==> src/rtl/tone_sched.sv <==
// tone_sched: shares the tone generator between key beeps and BCD result playback.
// Key beeps and playback preemption exist only when TONE_SCHED_BEEP_EN is defined.
module tone_sched #(
   parameter int unsigned NOTE_LEN = 12_500_000,
   parameter int unsigned GAP_LEN  = 2_500_000,
   parameter int unsigned BEEP_LEN = 5_000_000,
   parameter int unsigned CNT_W    = 24
) (
   input  logic       clk,
   input  logic       reset,
   input  logic [3:0] num,
   input  logic       numPressed,
   input  logic [2:0] opt,
   input  logic       optPressed,
   input  logic       play,
   input  logic [7:0] byteNum,
   input  logic [1:0] nTimes,
   output logic [3:0] note,
   output logic       note_valid,
   output logic       busy,
   output logic       done
);

`ifdef TONE_SCHED_BEEP_EN
   typedef enum logic [2:0] {IDLE, BEEP, PLAY_HI, GAP_HI, PLAY_LO, GAP_LO} state_t;
`else
   typedef enum logic [2:0] {IDLE, PLAY_HI, GAP_HI, PLAY_LO, GAP_LO} state_t;
`endif

   localparam logic [CNT_W-1:0] NOTE_LAST = CNT_W'(NOTE_LEN - 1);
   localparam logic [CNT_W-1:0] GAP_LAST  = CNT_W'(GAP_LEN - 1);

   state_t           state_q, state_d;
   logic [CNT_W-1:0] cnt_q, cnt_d;
   logic [7:0]       byte_q, byte_d;
   logic [1:0]       ntimes_q, ntimes_d;
   logic [1:0]       rep_q, rep_d;
   logic [3:0]       note_q, note_d;
   logic             note_valid_q, note_valid_d;
   logic             busy_q, busy_d;
   logic             done_q, done_d;

   logic             cnt_zero;
   logic             start;
   logic [7:0]       seq_src;
   logic             first_hi;
   logic [3:0]       first_dig;

   function automatic logic [3:0] digit_note(input logic [3:0] d);
      return (d <= 4'd9) ? d + 4'd1 : 4'd0;
   endfunction

`ifdef TONE_SCHED_BEEP_EN
   localparam logic [CNT_W-1:0] BEEP_LAST = CNT_W'(BEEP_LEN - 1);
   logic       num_prev_q, num_prev_d;
   logic       opt_prev_q, opt_prev_d;
   logic       num_evt, opt_evt, key_evt;
   logic [3:0] beep_note;
   logic [2:0] unused_opt;

   assign unused_opt = opt;
   assign num_evt    = numPressed & ~num_prev_q;
   assign opt_evt    = optPressed & ~opt_prev_q;
   assign key_evt    = num_evt | opt_evt;
   assign beep_note  = num_evt ? ((num > 4'd9) ? 4'hE : num + 4'd1) : 4'hF;
`else
   logic unused_keys;
   assign unused_keys = ^{opt, num, numPressed, optPressed};
`endif

   assign cnt_zero  = (cnt_q == '0);
   // First digit comes from the live input when accepting, else from the latched copy
   assign seq_src   = (state_q == IDLE) ? byteNum : byte_q;
   assign first_hi  = (seq_src[7:4] != 4'd0);
   assign first_dig = first_hi ? seq_src[7:4] : seq_src[3:0];

   always_comb begin
      state_d      = state_q;
      cnt_d        = cnt_zero ? cnt_q : cnt_q - 1'b1;
      byte_d       = byte_q;
      ntimes_d     = ntimes_q;
      rep_d        = rep_q;
      note_d       = note_q;
      note_valid_d = note_valid_q;
      busy_d       = busy_q;
      done_d       = 1'b0;
      start        = 1'b0;
`ifdef TONE_SCHED_BEEP_EN
      num_prev_d   = numPressed;
      opt_prev_d   = optPressed;
`endif

      case (state_q)
         IDLE: begin
            if (play) begin
               byte_d   = byteNum;
               ntimes_d = nTimes;
               rep_d    = '0;
               start    = 1'b1;
            end
         end
         PLAY_HI: begin
            if (cnt_zero) begin
               state_d      = GAP_HI;
               cnt_d        = GAP_LAST;
               note_d       = '0;
               note_valid_d = 1'b0;
            end
         end
         GAP_HI: begin
            if (cnt_zero) begin
               state_d      = PLAY_LO;
               cnt_d        = NOTE_LAST;
               note_d       = digit_note(byte_q[3:0]);
               note_valid_d = (byte_q[3:0] <= 4'd9);
            end
         end
         PLAY_LO: begin
            if (cnt_zero) begin
               state_d      = GAP_LO;
               cnt_d        = GAP_LAST;
               note_d       = '0;
               note_valid_d = 1'b0;
            end
         end
         GAP_LO: begin
            if (cnt_zero) begin
               if (rep_q < ntimes_q) begin
                  rep_d = rep_q + 2'd1;
                  start = 1'b1;
               end else begin
                  state_d = IDLE;
                  busy_d  = 1'b0;
                  done_d  = 1'b1;
               end
            end
         end
`ifdef TONE_SCHED_BEEP_EN
         BEEP: begin
            if (cnt_zero) begin
               state_d      = IDLE;
               note_d       = '0;
               note_valid_d = 1'b0;
               busy_d       = 1'b0;
            end
         end
`endif
         default: begin
            state_d      = IDLE;
            note_d       = '0;
            note_valid_d = 1'b0;
            busy_d       = 1'b0;
         end
      endcase

      if (start) begin
         state_d      = first_hi ? PLAY_HI : PLAY_LO;
         cnt_d        = NOTE_LAST;
         note_d       = digit_note(first_dig);
         note_valid_d = (first_dig <= 4'd9);
         busy_d       = 1'b1;
      end

`ifdef TONE_SCHED_BEEP_EN
      // A key edge overrides everything above, including a same-cycle play or completion
      if (key_evt) begin
         state_d      = BEEP;
         cnt_d        = BEEP_LAST;
         note_d       = beep_note;
         note_valid_d = 1'b1;
         busy_d       = 1'b1;
         done_d       = 1'b0;
         byte_d       = byte_q;
         ntimes_d     = ntimes_q;
         rep_d        = rep_q;
      end
`endif
   end

   always_ff @(posedge clk or negedge reset) begin
      if (!reset) begin
         state_q      <= IDLE;
         cnt_q        <= '0;
         byte_q       <= '0;
         ntimes_q     <= '0;
         rep_q        <= '0;
         note_q       <= '0;
         note_valid_q <= 1'b0;
         busy_q       <= 1'b0;
         done_q       <= 1'b0;
`ifdef TONE_SCHED_BEEP_EN
         num_prev_q   <= 1'b0;
         opt_prev_q   <= 1'b0;
`endif
      end else begin
         state_q      <= state_d;
         cnt_q        <= cnt_d;
         byte_q       <= byte_d;
         ntimes_q     <= ntimes_d;
         rep_q        <= rep_d;
         note_q       <= note_d;
         note_valid_q <= note_valid_d;
         busy_q       <= busy_d;
         done_q       <= done_d;
`ifdef TONE_SCHED_BEEP_EN
         num_prev_q   <= num_prev_d;
         opt_prev_q   <= opt_prev_d;
`endif
      end
   end

   assign note       = note_q;
   assign note_valid = note_valid_q;
   assign busy       = busy_q;
   assign done       = done_q;

endmodule

==> config.mk <==
export PLATFORM = sky130hd
export DESIGN_NAME = tone_sched
export DESIGN_NICKNAME = d
export VERILOG_FILES = /design/src/rtl/tone_sched.sv
export SDC_FILE = /design/constraint.sdc
export NUM_CORES = 1
export LEC_CHECK = 0
export ABC_AREA = 0
export CAP_MARGIN = 20
export CORE_MARGIN = 1
export CORE_UTILIZATION = 30
export DETAILED_ROUTE_END_ITERATION = 10
export GPL_ROUTABILITY_DRIVEN = 1
export PLACE_DENSITY = 0.5
export SLEW_MARGIN = 20
export SYNTH_ARGS = -nofsm -noshare
export SYNTH_HDL_FRONTEND = slang
export SYNTH_SLANG_ARGS = --single-unit
export TNS_END_PERCENT = 100
==> constraint.sdc <==
create_clock -name clk -period 3.1 [get_ports clk]
set_input_delay 0.465 -clock clk [delete_from_list [all_inputs] [get_ports clk]]
set_output_delay 0.465 -clock clk [all_outputs]
set_load 0.03 [all_outputs]
======== Word level (Yosys, flattened, before mapping) ========
Cells that the tools add are included.
cells by class
  reductions and logical operators ........ 12
  bitwise logic cells ..................... 0
  shift operators ......................... 0
  equality and inequality tests ........... 16
  mux-type cells .......................... 40
  multiply operators ...................... 0
  add/sub/neg operators ................... 4
  div/mod/pow operators ................... 0
  $lt $le $gt $ge ......................... 3
operator list
  cell                                                number
  2-to-1 mux 24 bit                                   4
  case mux 24 bit (2 select lines)                    1
  zero test 24 bit                                    1
  2-to-1 mux 4 bit                                    6
  subtractor 24 x 1 -> 24 bit, second input constant  1
  2-to-1 mux 3 bit                                    6
  != test 3 bit, second input constant                5
  case mux 3 bit (5 select lines)                     1
  2-to-1 mux 1 bit                                    12
  case mux 4 bit (3 select lines)                     1
  adder 4 x 1 -> 4 bit, second input constant         2
  <= comparator 4 bit, second input constant          2
  2-to-1 mux 2 bit                                    4
  2-to-1 mux 8 bit                                    1
  != test 2 bit, second input constant                4
  == test 3 x 2 -> 1 bit, second input constant       2
  AND reduction 3 bit                                 2
  AND reduction 6 bit                                 1
  != test 2 x 1 -> 1 bit, second input constant       2
  case mux 1 bit (2 select lines)                     2
  case mux 2 bit (2 select lines)                     1
  AND reduction 4 bit                                 1
  nonzero test 4 bit                                  1
  OR reduction 2 bit                                  2
  other kinds (10)                                    10
word-level totals
  register bits ........................... 46
  bits in writable memories ............... 0
  latch bits .............................. 0
  input bits .............................. 22
  logic and storage cells ................. 84
  memory bits (read-only) ................. 0
  output and inout bits ................... 7
  memories ................................ 0

======== Depth between registers and ports, before layout ========
Gate-level depths: netlist (run 1).
  word-level depth ........................ 7
  gate-level depth with buffers ........... 13
  gate-level depth less buffers ........... 11

======== Worst setup path after synthesis (run 1) ========
Ideal clock, no wire load.
  kind .................................... register to register
  start point ............................. register state_q[0]
  end point ............................... register note_q[0] (netlist: note[0])
  setup slack ............................. 0.504 ns
  cell stages (with the launch flop) ...... 14
  setup time .............................. 0.125 ns
  arrival time ............................ 2.471 ns
  clock period less this slack ............ 2.596 ns
  required time ........................... 2.975 ns
  cells stage by stage .................... dfrtp_1 -> buf_2 -> nor3_1 -> clkbuf_1 -> o21ai_0 -> o21ai_0 -> inv_1 -> ha_1 -> nor2_1 -> o32ai_1 -> mux2i_1 -> a21oi_1 -> a22o_1 -> mux2_2
between the ends
  cells in the longest elaborated chain, start to end .. 7
ends and longest elaborated chain
  item                                                         line    text
  start: declaration                                           33      state_t state_q, state_d;
  start signal: assignment                                     196     state_q <= state_d;
  zero test 3 bit                                              73, 93
  2-to-1 mux 8 bit                                             73      assign seq_src = (state_q == IDLE) ? byteNum : byte_q;
  nonzero test 4 bit                                           74      assign first_hi = (seq_src[7:4] != 4'd0);
  2-to-1 mux 4 bit                                             75      assign first_dig = first_hi ? seq_src[7:4] : seq_src[3:0];
  adder 4 x 1 -> 4 bit or <= comparator 4 bit (tied branches)  50      return (d <= 4'd9) ? d + 4'd1 : 4'd0;
  2-to-1 mux 4 bit                                             50
  2-to-1 mux 4 bit                                             156     if (start) begin
  end signal: assignment                                       201     note_q <= note_d;
  end: declaration                                             38      logic [3:0] note_q, note_d;
Several ways; a longest one is shown, not always the timed one.
A chain may end at the register's enable or synchronous reset.

======== Final worst setup path (run 1) ========
  start point ............................. input port byteNum[6]
  end point ............................... register note_q[0] (netlist: note[0])
between the ends
  cells in the longest elaborated chain, start to end .. 6
ends and longest elaborated chain
  item                                                         line  text
  start: declaration                                           16    input logic [7:0] byteNum,
  2-to-1 mux 8 bit *                                           73
  nonzero test 4 bit                                           74
  2-to-1 mux 4 bit *                                           75
  adder 4 x 1 -> 4 bit or <= comparator 4 bit (tied branches)  50
  2-to-1 mux 4 bit *                                           50
  2-to-1 mux 4 bit *                                           156
Mark *: on every way between the ends. The rest lies on a longest branch, timed or not.

==> results of run 1 <==
[cell usage in the layout, fill, tap and decap left out, types with 12 or more instances in the layout]
master           instances
a21oi_1                 12
buf_4                   15
clkdlybuf4s50_1         18
dfrtp_1                 46
inv_1                   13
nand2_1                 46
nor2_1                  21
nor3_1                  13
o21ai_0                 14
xor2_1                  12
[layer usage]
layer	track usage, %	part of all wire, %	vias to the layer above
met5	0	0	-
met4	3.43	0.47	0
met3	3.13	2.5	2
met2	26.4	49	25
met1	19.6	48	1044
li1	-	-	1090
[worst max-delay path by stage]
stage	start	depth (start not counted)	slack, ns	endpoint
floorplan	state_q[0]$_DFFE_PN0P_	13	0.50	note[0]$_DFFE_PN0P_
global placement	byteNum[6]	12	0.09	note[0]$_DFFE_PN0P_
detailed placement	byteNum[6]	12	0.07	note[0]$_DFFE_PN0P_
CTS	byteNum[6]	12	0.37	note[0]$_DFFE_PN0P_
global route	state_q[2]$_DFFE_PN0P_	10	0.22	note[0]$_DFFE_PN0P_
finish	byteNum[6]	12	0.37	note[0]$_DFFE_PN0P_
[state kept, by name (all words and copies together) (netlist names)]
register and count:
done 1, rep_q 2, cnt_q 24, byte_q 8
state_q 3, ntimes_q 2, busy 1, note 4
note_valid 1
[power by group]
part	internal, mW	total, mW	switching (mW)
combinational	0.0181	0.0392	0.0211
clock	0.323	0.541	0.218
sequential	0.599	0.599	0
[kinds of logic (layout without fill, tap and decap cells)]
kind of cell | count (synthesis) | count (layout) | synth area share [%]
DFF | 46 | 46 | 43.0
AOI/OAI and AO/OA | 53 | 53 | 12.5
and+or+nand+nor | 130 | 130 | 26.0
buffers and inverters | 21 | 54 | 3.55
muxes | 7 | 7 | 2.81
xor gates and xnor gates | 23 | 23 | 7.53
adders and majority gates | 10 | 10 | 4.58
[through the flow]
stage / hold WS [ns] / area (sq um)
2_1_floorplan: 0.169 / 2680
3_3_place_gp: 0.469 / 3050
3_5_place_dp: 0.478 / 3050
4_1_cts: 0.384 / 3190
5_1_grt: 0.205 / 3190
6_report: 0.155 / 3190
[cell type report]
type / count / area share, %
Sequential cell: 46 / 36.0
Timing Repair Buffer: 33 / 9.17
Multi-Input combinational cell: 223 / 44.7
Inverter: 13 / 1.53
Clock buffer: 5 / 2.15
Tap cell: 108 / 4.23
Clock inverter: 3 / 2.15
[critical path, stage by stage]
cell	delay, ns
clkdlybuf4s50_1	0.46
nor4b_1	0.34
o21ai_0	0.12
o21ai_0	0.15
inv_1	0.10
ha_1	0.20
nor2_1	0.16
o32ai_1	0.12
mux2i_1	0.20
a21oi_1	0.10
a22o_1	0.24
mux2_2	0.25
==> impl_results.md, run 1 <==
- Placed insts: about 420
- Hold_buf cts: 0
- H-tree levels: 2
- Leak pwr: 1.24 nW
- Initial antenna violation count: 0
- Nets: 353
- Layout cell share with drive strength beyond 1: 11.1%
- Syn Nets: 321
- Routed Antenna Nets: 0
- Post-layout util: 36.8%
- Num rows: 34
- Number of synthesized register bits: 46
- Die height: 96.4 um
- Clk root buf: clkbuf_8
- Setup crit start kind: primary input
- Pre-CTS setup slack: 0.0703 ns
- Tot Pwr: between 1 and 1.5 mW
- Core area: approximately 8700 sq um
- RSZ-0062 raised after global routing: false
- Detail Placement HPWL: 4450 um
- R2R depth: 11
- Post-CTS Setup Bufs: 0
- 1st-pass router iterations: 4
- Vias: around 2,200
- Ys async rst share: 100%
- Hold Crit Class: in -> async
- Yosys Warn Count: 0
- Status: complete, no violations
- Flop-to-flop setup slack: 0.47 ns
- Routability cong.: 0.758
- Post-Synthesis Cell Area: roughly 2700 sq um
- Multi-input gate area in the final layout: 1430 sq um
- Initial Util: 30.8%
- Cells after synthesis: 290
- Setup TNS: 0 ns
- Synth top area cells: dfrtp_1 43%, nand2_1 6.5%, ha_1 4.2%
- Hold Vio Cnt, Final: 0
- Final worst slack: between 0.3 and 0.4 ns
- Worst r2r src: state_q[2]$_DFFE_PN0P_
- Fill count: 911
- Slew Limit Fails: 0
- Vias in the first global route: 2,182
- Yosys top cell area share: 43.0%
- Req. time, crit path: 3.29 ns
- Ports: 29
- GR Overflow Total: 0
- Final WL: around 6000 um
- CTS tree: yes
- Area growth, synth to finish: 19.4%
- EDFF count, synth: 0
- Final setup viols: 0
- Largest net degree at the start of global routing: 47
- Cts bufs inserted: 5
- Avg Synthesized Cell Area: 9.22 sq um
- Leading area contributor after synthesis: dfrtp_1
- Post-CTS sizing: 0
- CP endpoint kind: register
- Critical path class: in -> reg
- Die ar.: between 9000 and 10,000 sq um
- Crit Path Max Fanout: 4
- Die width: between 90 and 100 um
- First-pass GRT wire length: 10,800 um
- Min cycle time layout: 2.73 ns
- Register Area: 1150 sq um
- Skew final: 0.00882 ns
- Dominant register cell in the synthesized netlist: dfrtp_1
- Max Buffers Root-to-Sink: 2
- Wirelength per Cell: 14.3 um
- # DRC: 0
- Antenna Cells: 0
- Max Cap Violations: 0
- Vias per inst: 5.01
- Starting DRC count in detailed routing: 66
- Clk pin slew, worst setup/hold paths: ~0.090 ns
- Relative slew slack: 51.6%
- Post-Layout Cell Count: 431
- Register area share after synthesis: between 40% and 50%
- Least-Margin Pin Slew: 0.725 ns
- Count of port buffers added during placement: 19
- Yosys cell types: 53
- Skew-Pair Late Insertion Delay: around 0.3 ns
- Fmax: 0.367 GHz
- Crit share post-route: 88.0%
- Max IR drop VDD: 0.000189 V
- R2R Path End: note[0]$_DFFE_PN0P_
- Critical path arrival: 2.91 ns
- Gr usage total: around 15%
- Synth cell count leaders: 46 x dfrtp_1, 46 x nand2_1, 21 x nor2_1, 14 x o21ai_0
- CTS Sinks: 46
- PwrDens: 369 nW/um^2
Note: power is estimated with default switching activity, not from simulation.
==> run 2: changes to the inputs <==
--- a/config.mk
+++ b/config.mk
@@ -7,11 +7,13 @@
 export LEC_CHECK = 0
 export ABC_AREA = 0
 export CAP_MARGIN = 20
+export CELL_PAD_IN_SITES_DETAIL_PLACEMENT = 1
+export CELL_PAD_IN_SITES_GLOBAL_PLACEMENT = 1
 export CORE_MARGIN = 1
 export CORE_UTILIZATION = 30
 export DETAILED_ROUTE_END_ITERATION = 10
 export GPL_ROUTABILITY_DRIVEN = 1
-export PLACE_DENSITY = 0.5
+export PLACE_DENSITY = 0.61
 export SLEW_MARGIN = 20
 export SYNTH_ARGS = -nofsm -noshare
 export SYNTH_HDL_FRONTEND = slang
==> run 2 against run 1 <==
Clock skew is 0.0036 ns higher. Highest routed layer unchanged. Critical path depth unchanged. Critical path type unchanged. Final cell count is the same. Worst setup slack improved by 0.025 ns.
==> impl_results.md, run 2 (synthesized netlist as in run 1, its figures left out) <==
- Max reg flops: 24
- Fmax: 0.370 GHz
- Routed Antenna Nets: 0
- Area growth, synth to finish: 19.6%
- Hold_buf cts: 0
- Req. time, crit path: 3.29 ns
- Die height: 96.4 um
- # DRC: 0
- Vias: 2,199
- Post-layout util: 36.9%
- Relative slew slack: 52.7%
- Sw frac: 20.3%
- Hold Vio Cnt, Final: 0
- Flop-to-flop setup slack: ~0.53 ns
- Max Cap Violations: 0
- Clock Power Share: 47.0%
- Final WL: 6770 um
- Post-CTS sizing: 0
- Vias in the first global route: around 2,400
- Post-Layout Cell Count: between 400 and 500
- Routability cong.: between 0.7 and 0.8
- Critical path arrival: a little under 3 ns
- Die width: 96.4 um
- RSZ-0062 raised after global routing: false
- Hold Crit Class: in -> async
- Clk pin slew, worst setup/hold paths: 0.10 ns
- Gr usage total: ~17%
- Slew Limit Fails: 0
- Final setup viols: 0
- Largest Register: cnt_q
- Design area: around 3200 sq um
- Crit Path Max Fanout: 4
- Initial antenna violation count: 0
- Hold Slack: between 0.15 and 0.2 ns
- Vias per inst: 5.10
- Placed insts: around 420
- Int Pwr: 0.962 mW
- PwrDens: 377 nW/um^2
- Count of port buffers added during placement: 19
- R2R depth: 11
- Die ar.: 9300 sq um
- Skew-Pair Late Insertion Delay: 0.31 ns
- Least-Margin Pin Slew: ~0.71 ns
- Crit share post-route: between 80% and 90%
- Setup TNS: 0 ns
- Core area: 8680 sq um
- Ports: 29
- Comb pwr share: about 3.3%
- Layout cell share with drive strength beyond 1: between 10 and 15%
- Nets: 353
- Largest net degree at the start of global routing: 47
- R2R Path End: note[0]$_DFFE_PN0P_
- GR Overflow Total: 0
- Setup crit start kind: primary input
- Wirelength per Cell: 15.7 um
- Detail Placement HPWL: slightly below 5000 um
- Num rows: 34
- CTS tree: yes
- Switching power: around 0.24 mW
- Most frequent cells in the layout: 46 x nand2_1, 46 x dfrtp_1, 21 x nor2_1
- CP endpoint kind: register
- Antenna Cells: 0
- First-pass GRT wire length: 11,600 um
- Worst r2r src: state_q[2]$_DFFE_PN0P_
- Post-CTS Setup Bufs: 0
- H-tree levels: 2
- Max Buffers Root-to-Sink: 2
- Starting DRC count in detailed routing: just over 70
- Post-DP Area: around 3100 sq um
- 1st-pass router iterations: 4
- Max IR drop VDD: 0.000190 V
- Clk root buf: clkbuf_8
- Min cycle time layout: 2.70 ns
- Skew final: 0.0124 ns
- Seq pwr share: 49.7%
- CTS Sinks: 46
- Critical path class: in -> reg
- Leak pwr: 1.24 nW
- Cts bufs inserted: 5
- Initial Util: 30.8%
- Status: complete, no violations
## run 2: cell count changes in the layout (fill, tap and decap cells not counted)
cell / before / now
clkbuf_8: 5 / 6
clkinv_4: 1 / 0
## run 2: worst max path at each step
stage,to,depth (start not counted),start
floorplan,note[0]$_DFFE_PN0P_,13,state_q[0]$_DFFE_PN0P_
global placement,note[0]$_DFFE_PN0P_,12,byteNum[6]
detailed placement,note[0]$_DFFE_PN0P_,12,byteNum[6]
CTS,note[0]$_DFFE_PN0P_,12,byteNum[6]
global route,note[0]$_DFFE_PN0P_,12,byteNum[6]
finish,note[0]$_DFFE_PN0P_,12,byteNum[6]
## run 2: routing by layer
| metal | up-vias | share of wire [%] | global-route usage (%) |
|---|---|---|---|
| met5 | - | 0 | 0 |
| li1 | 1093 | - | - |
| met2 | 27 | 50 | 28.7 |
| met1 | 1072 | 46 | 21.1 |
| met4 | 0 | 1.5 | 5.02 |
| met3 | 7 | 2.4 | 2.82 |
## run 2: cell type report
type                       instances  area [sq um]
clock buffer                       6          82.6
clock inverter                     2          60.1
fill                            1052          5480
inverter                          13          48.8
multi-input combinational        223          1430
sequential                        46          1150
tap                              108           135
timing repair buffer              33           293
## run 2: power groups by stage
stage	combinational (mW)	sequential, mW	clock (mW)
after floorplan	0.00435	0.612	0
after global placement	0.0400	0.611	0
after detailed placement	0.0404	0.611	0
after CTS	0.0406	0.600	0.583
after global routing	0.0444	0.600	0.607
final	0.0396	0.599	0.567
## run 2: critical path: stages
cell,delay (ns)
clkdlybuf4s50_1,0.46
nor4b_1,0.31
o21ai_0,0.11
o21ai_0,0.14
inv_1,0.11
ha_1,0.21
nor2_1,0.17
o32ai_1,0.12
mux2i_1,0.20
a21oi_1,0.10
a22o_1,0.24
mux2_2,0.26
## run 2: metrics by stage
stage | setup slack, ns | power, mW
2_1_floorplan | 0.504 | 0.616
3_3_place_gp | 0.0709 | 0.651
3_5_place_dp | 0.0483 | 0.652
4_1_cts | 0.377 | 1.22
5_1_grt | 0.181 | 1.25
6_report | 0.398 | 1.21
==> run 3: changes to the inputs <==
--- a/config.mk
+++ b/config.mk
@@ -6,7 +6,6 @@
 export NUM_CORES = 1
 export LEC_CHECK = 0
 export ABC_AREA = 0
-export CAP_MARGIN = 20
 export CELL_PAD_IN_SITES_DETAIL_PLACEMENT = 1
 export CELL_PAD_IN_SITES_GLOBAL_PLACEMENT = 1
 export CORE_MARGIN = 1
==> constraint.sdc (replaced) <==
create_clock -name clk -period 3.1 [get_ports clk]
set_input_delay 0.62 -clock clk [delete_from_list [all_inputs] [get_ports clk]]
set_output_delay 0.62 -clock clk [all_outputs]
set_load 0.03 [all_outputs]
==> run 3 against run 2 <==
Sequential share of layout area about the same. Power shrank 16%. First-iteration DRC count rose by 20%. Hold slack gained 0.077 ns. Worst setup slack lost 0.18 ns. Sequential power about the same. Global-route usage fell by 0.49 points. Register-to-register slack got worse by 0.06 ns. Wire length decreased by 2.0%. Utilization is essentially flat. Final cell count grew 1.2%. Via count increased by 0.86%. Largest cell class unchanged. Largest power group unchanged. Highest routed layer unchanged.
==> impl_results.md, run 3 (synthesized netlist as in run 1, its figures left out) <==
- Max IR drop VDD: 0.000191 V
- Largest Register: cnt_q
- Most frequent cells in the layout: 46 x nand2_1, 46 x dfrtp_1, 21 x nor2_1, 21 x buf_4, 18 x clkdlybuf4s50_1
- Design area: 3200 sq um
- Max reg flops: 24
- PwrDens: 318 nW/um^2
- CTS Sinks: between 40 and 50
- 1st-pass router iterations: 4
- Final setup viols: 0
- Clk root buf: clkbuf_8
- Vias per inst: 5.09
- Core area: 8680 sq um
- Clock Power Share: 36.8%
- Count of port buffers added during placement: 19
- Switching power: 0.223 mW
- Critical path arrival: 3.07 ns
- Int Pwr: 0.793 mW
- Die ar.: 9300 sq um
- Family with the most delay on the worst path: multiplexers
- Least-Margin Pin Slew: about 0.71 ns
- Hold Vio Cnt, Final: 0
- Die height: 96.4 um
- # DRC: 0
- Clk pin slew, worst setup/hold paths: 0.08 ns
- Vias: about 2,200
- Setup TNS: 0 ns
- Status: complete, no violations
- Crit Path Max Fanout: 3
- Antenna Cells: 0
- CP endpoint kind: register
- GR Overflow Total: 0
- Gr usage total: 16.1%
- Final WL: 6630 um
- R2R depth: 12
- Fill count: approximately 1,000
- Critical path's slowest cell: clkdlybuf4s50_1
- Detail Placement HPWL: 4980 um
- Hold Slack: 0.241 ns
- CP Cell Sequence: clkdlybuf4s50_1, buf_4, nor2_1, a31oi_1, mux2_2, ha_1, nor2_1, o32ai_1, mux2i_1, a21oi_1, a22o_1, mux2_2
- H-tree levels: 2
- Nets: between 300 and 400
- Comb pwr share: 4.3%
- Seq pwr share: 59.0%
- Leak pwr: 1.25 nW
- Skew-Pair Late Insertion Delay: approximately 0.3 ns
- Starting DRC count in detailed routing: 85
- Area growth, synth to finish: 19.5%
- Max Cap Violations: 0
- Ports: 29
- Wirelength per Cell: 15.2 um
- Min cycle time layout: just under 3 ns
- Tot Pwr: 1.02 mW
- WP depth: 12
- Routability cong.: just over 0.8
- Max Buffers Root-to-Sink: 2
- Post-DP Area: 3110 sq um
- Crit share post-route: 93.0%
- Vias in the first global route: 2,279
- Largest net degree at the start of global routing: 30
- Largest stage delay, worst path: 0.45 ns
- Req. time, crit path: ~3.3 ns
- Relative slew slack: 52.7%
- Skew final: approximately 0.0071 ns
- CTS tree: yes
- Post-layout util: 36.8%
- CP bufs+invs: 2
- Hold_buf cts: 0
- Initial Util: 30.8%
- Sw frac: 22.0%
- Die width: 96.4 um
- First-pass GRT wire length: roughly 11,000 um
- Slew Limit Fails: 0
- Fmax: 0.347 GHz
- Cts bufs inserted: 5
- Num rows: 34
- Critical path class: in -> reg
- Initial antenna violation count: 0
- Setup crit start kind: primary input
- Hold Crit Class: in -> async
- RSZ-0062 raised after global routing: false
- Routed Antenna Nets: 0
- Layout cell share with drive strength beyond 1: roughly an eighth
run 3: per-stage QoR:
step	worst slack (ns)	std cells
floorplan	0.504	290
global placement	-0.0577	430
detailed placement	-0.113	430
CTS	0.194	436
global route	0.0697	436
finish	0.218	436
run 3: final cells by class:
| class | instances | area (sq um) | share of cell area, % |
|---|---|---|---|
| clock buffers | 6 | 82.6 | 2.58 |
| inverters | 13 | 48.8 | 1.53 |
| multi-input cells | 223 | 1440 | 44.9 |
| flip-flops and latches | 46 | 1150 | 36.0 |
| well taps | 108 | 135 | 4.23 |
| repair buffers | 40 | 343 | 10.7 |
run 3: per-layer routing:
| metal | vias to the layer above | wire [um] | global-route usage (%) |
|---|---|---|---|
| met5 | - | 0 | 0 |
| met1 | 1098 | 3250 | 20.4 |
| li1 | 1098 | - | - |
| met4 | 0 | 55 | 3.68 |
| met2 | 17 | 3200 | 28.0 |
| met3 | 5 | 125 | 3.29 |
run 3: repair_timing:
action,CTS,global route
resized for setup,0,1
endpoints found under the setup margin,0,1
buffers inserted,0,0
run 3: power by group through the flow:
stage               logic, mW  clock network [mW]  registers (mW)
floorplan             0.00435                   0           0.612
global placement       0.0437                   0           0.611
detailed placement     0.0441                   0           0.611
CTS                    0.0443               0.392           0.599
global route           0.0483               0.412           0.600
finish                 0.0433               0.373           0.599
run 3: worst paths after layout:
kind | start | to | slack, ns
min | reset | cnt_q[5]$_DFF_PN0_ | 0.24
max in group asynchronous | reset | cnt_q[14]$_DFF_PN0_ | 2.11
max | byteNum[6] | note[0]$_DFFE_PN0P_ | 0.22
min in group clk | ntimes_q[0]$_DFFE_PN0P_ | ntimes_q[0]$_DFFE_PN0P_ | 0.49
max reg2reg | state_q[2]$_DFFE_PN0P_ | note[0]$_DFFE_PN0P_ | 0.47
min reg2reg | ntimes_q[0]$_DFFE_PN0P_ | ntimes_q[0]$_DFFE_PN0P_ | 0.49
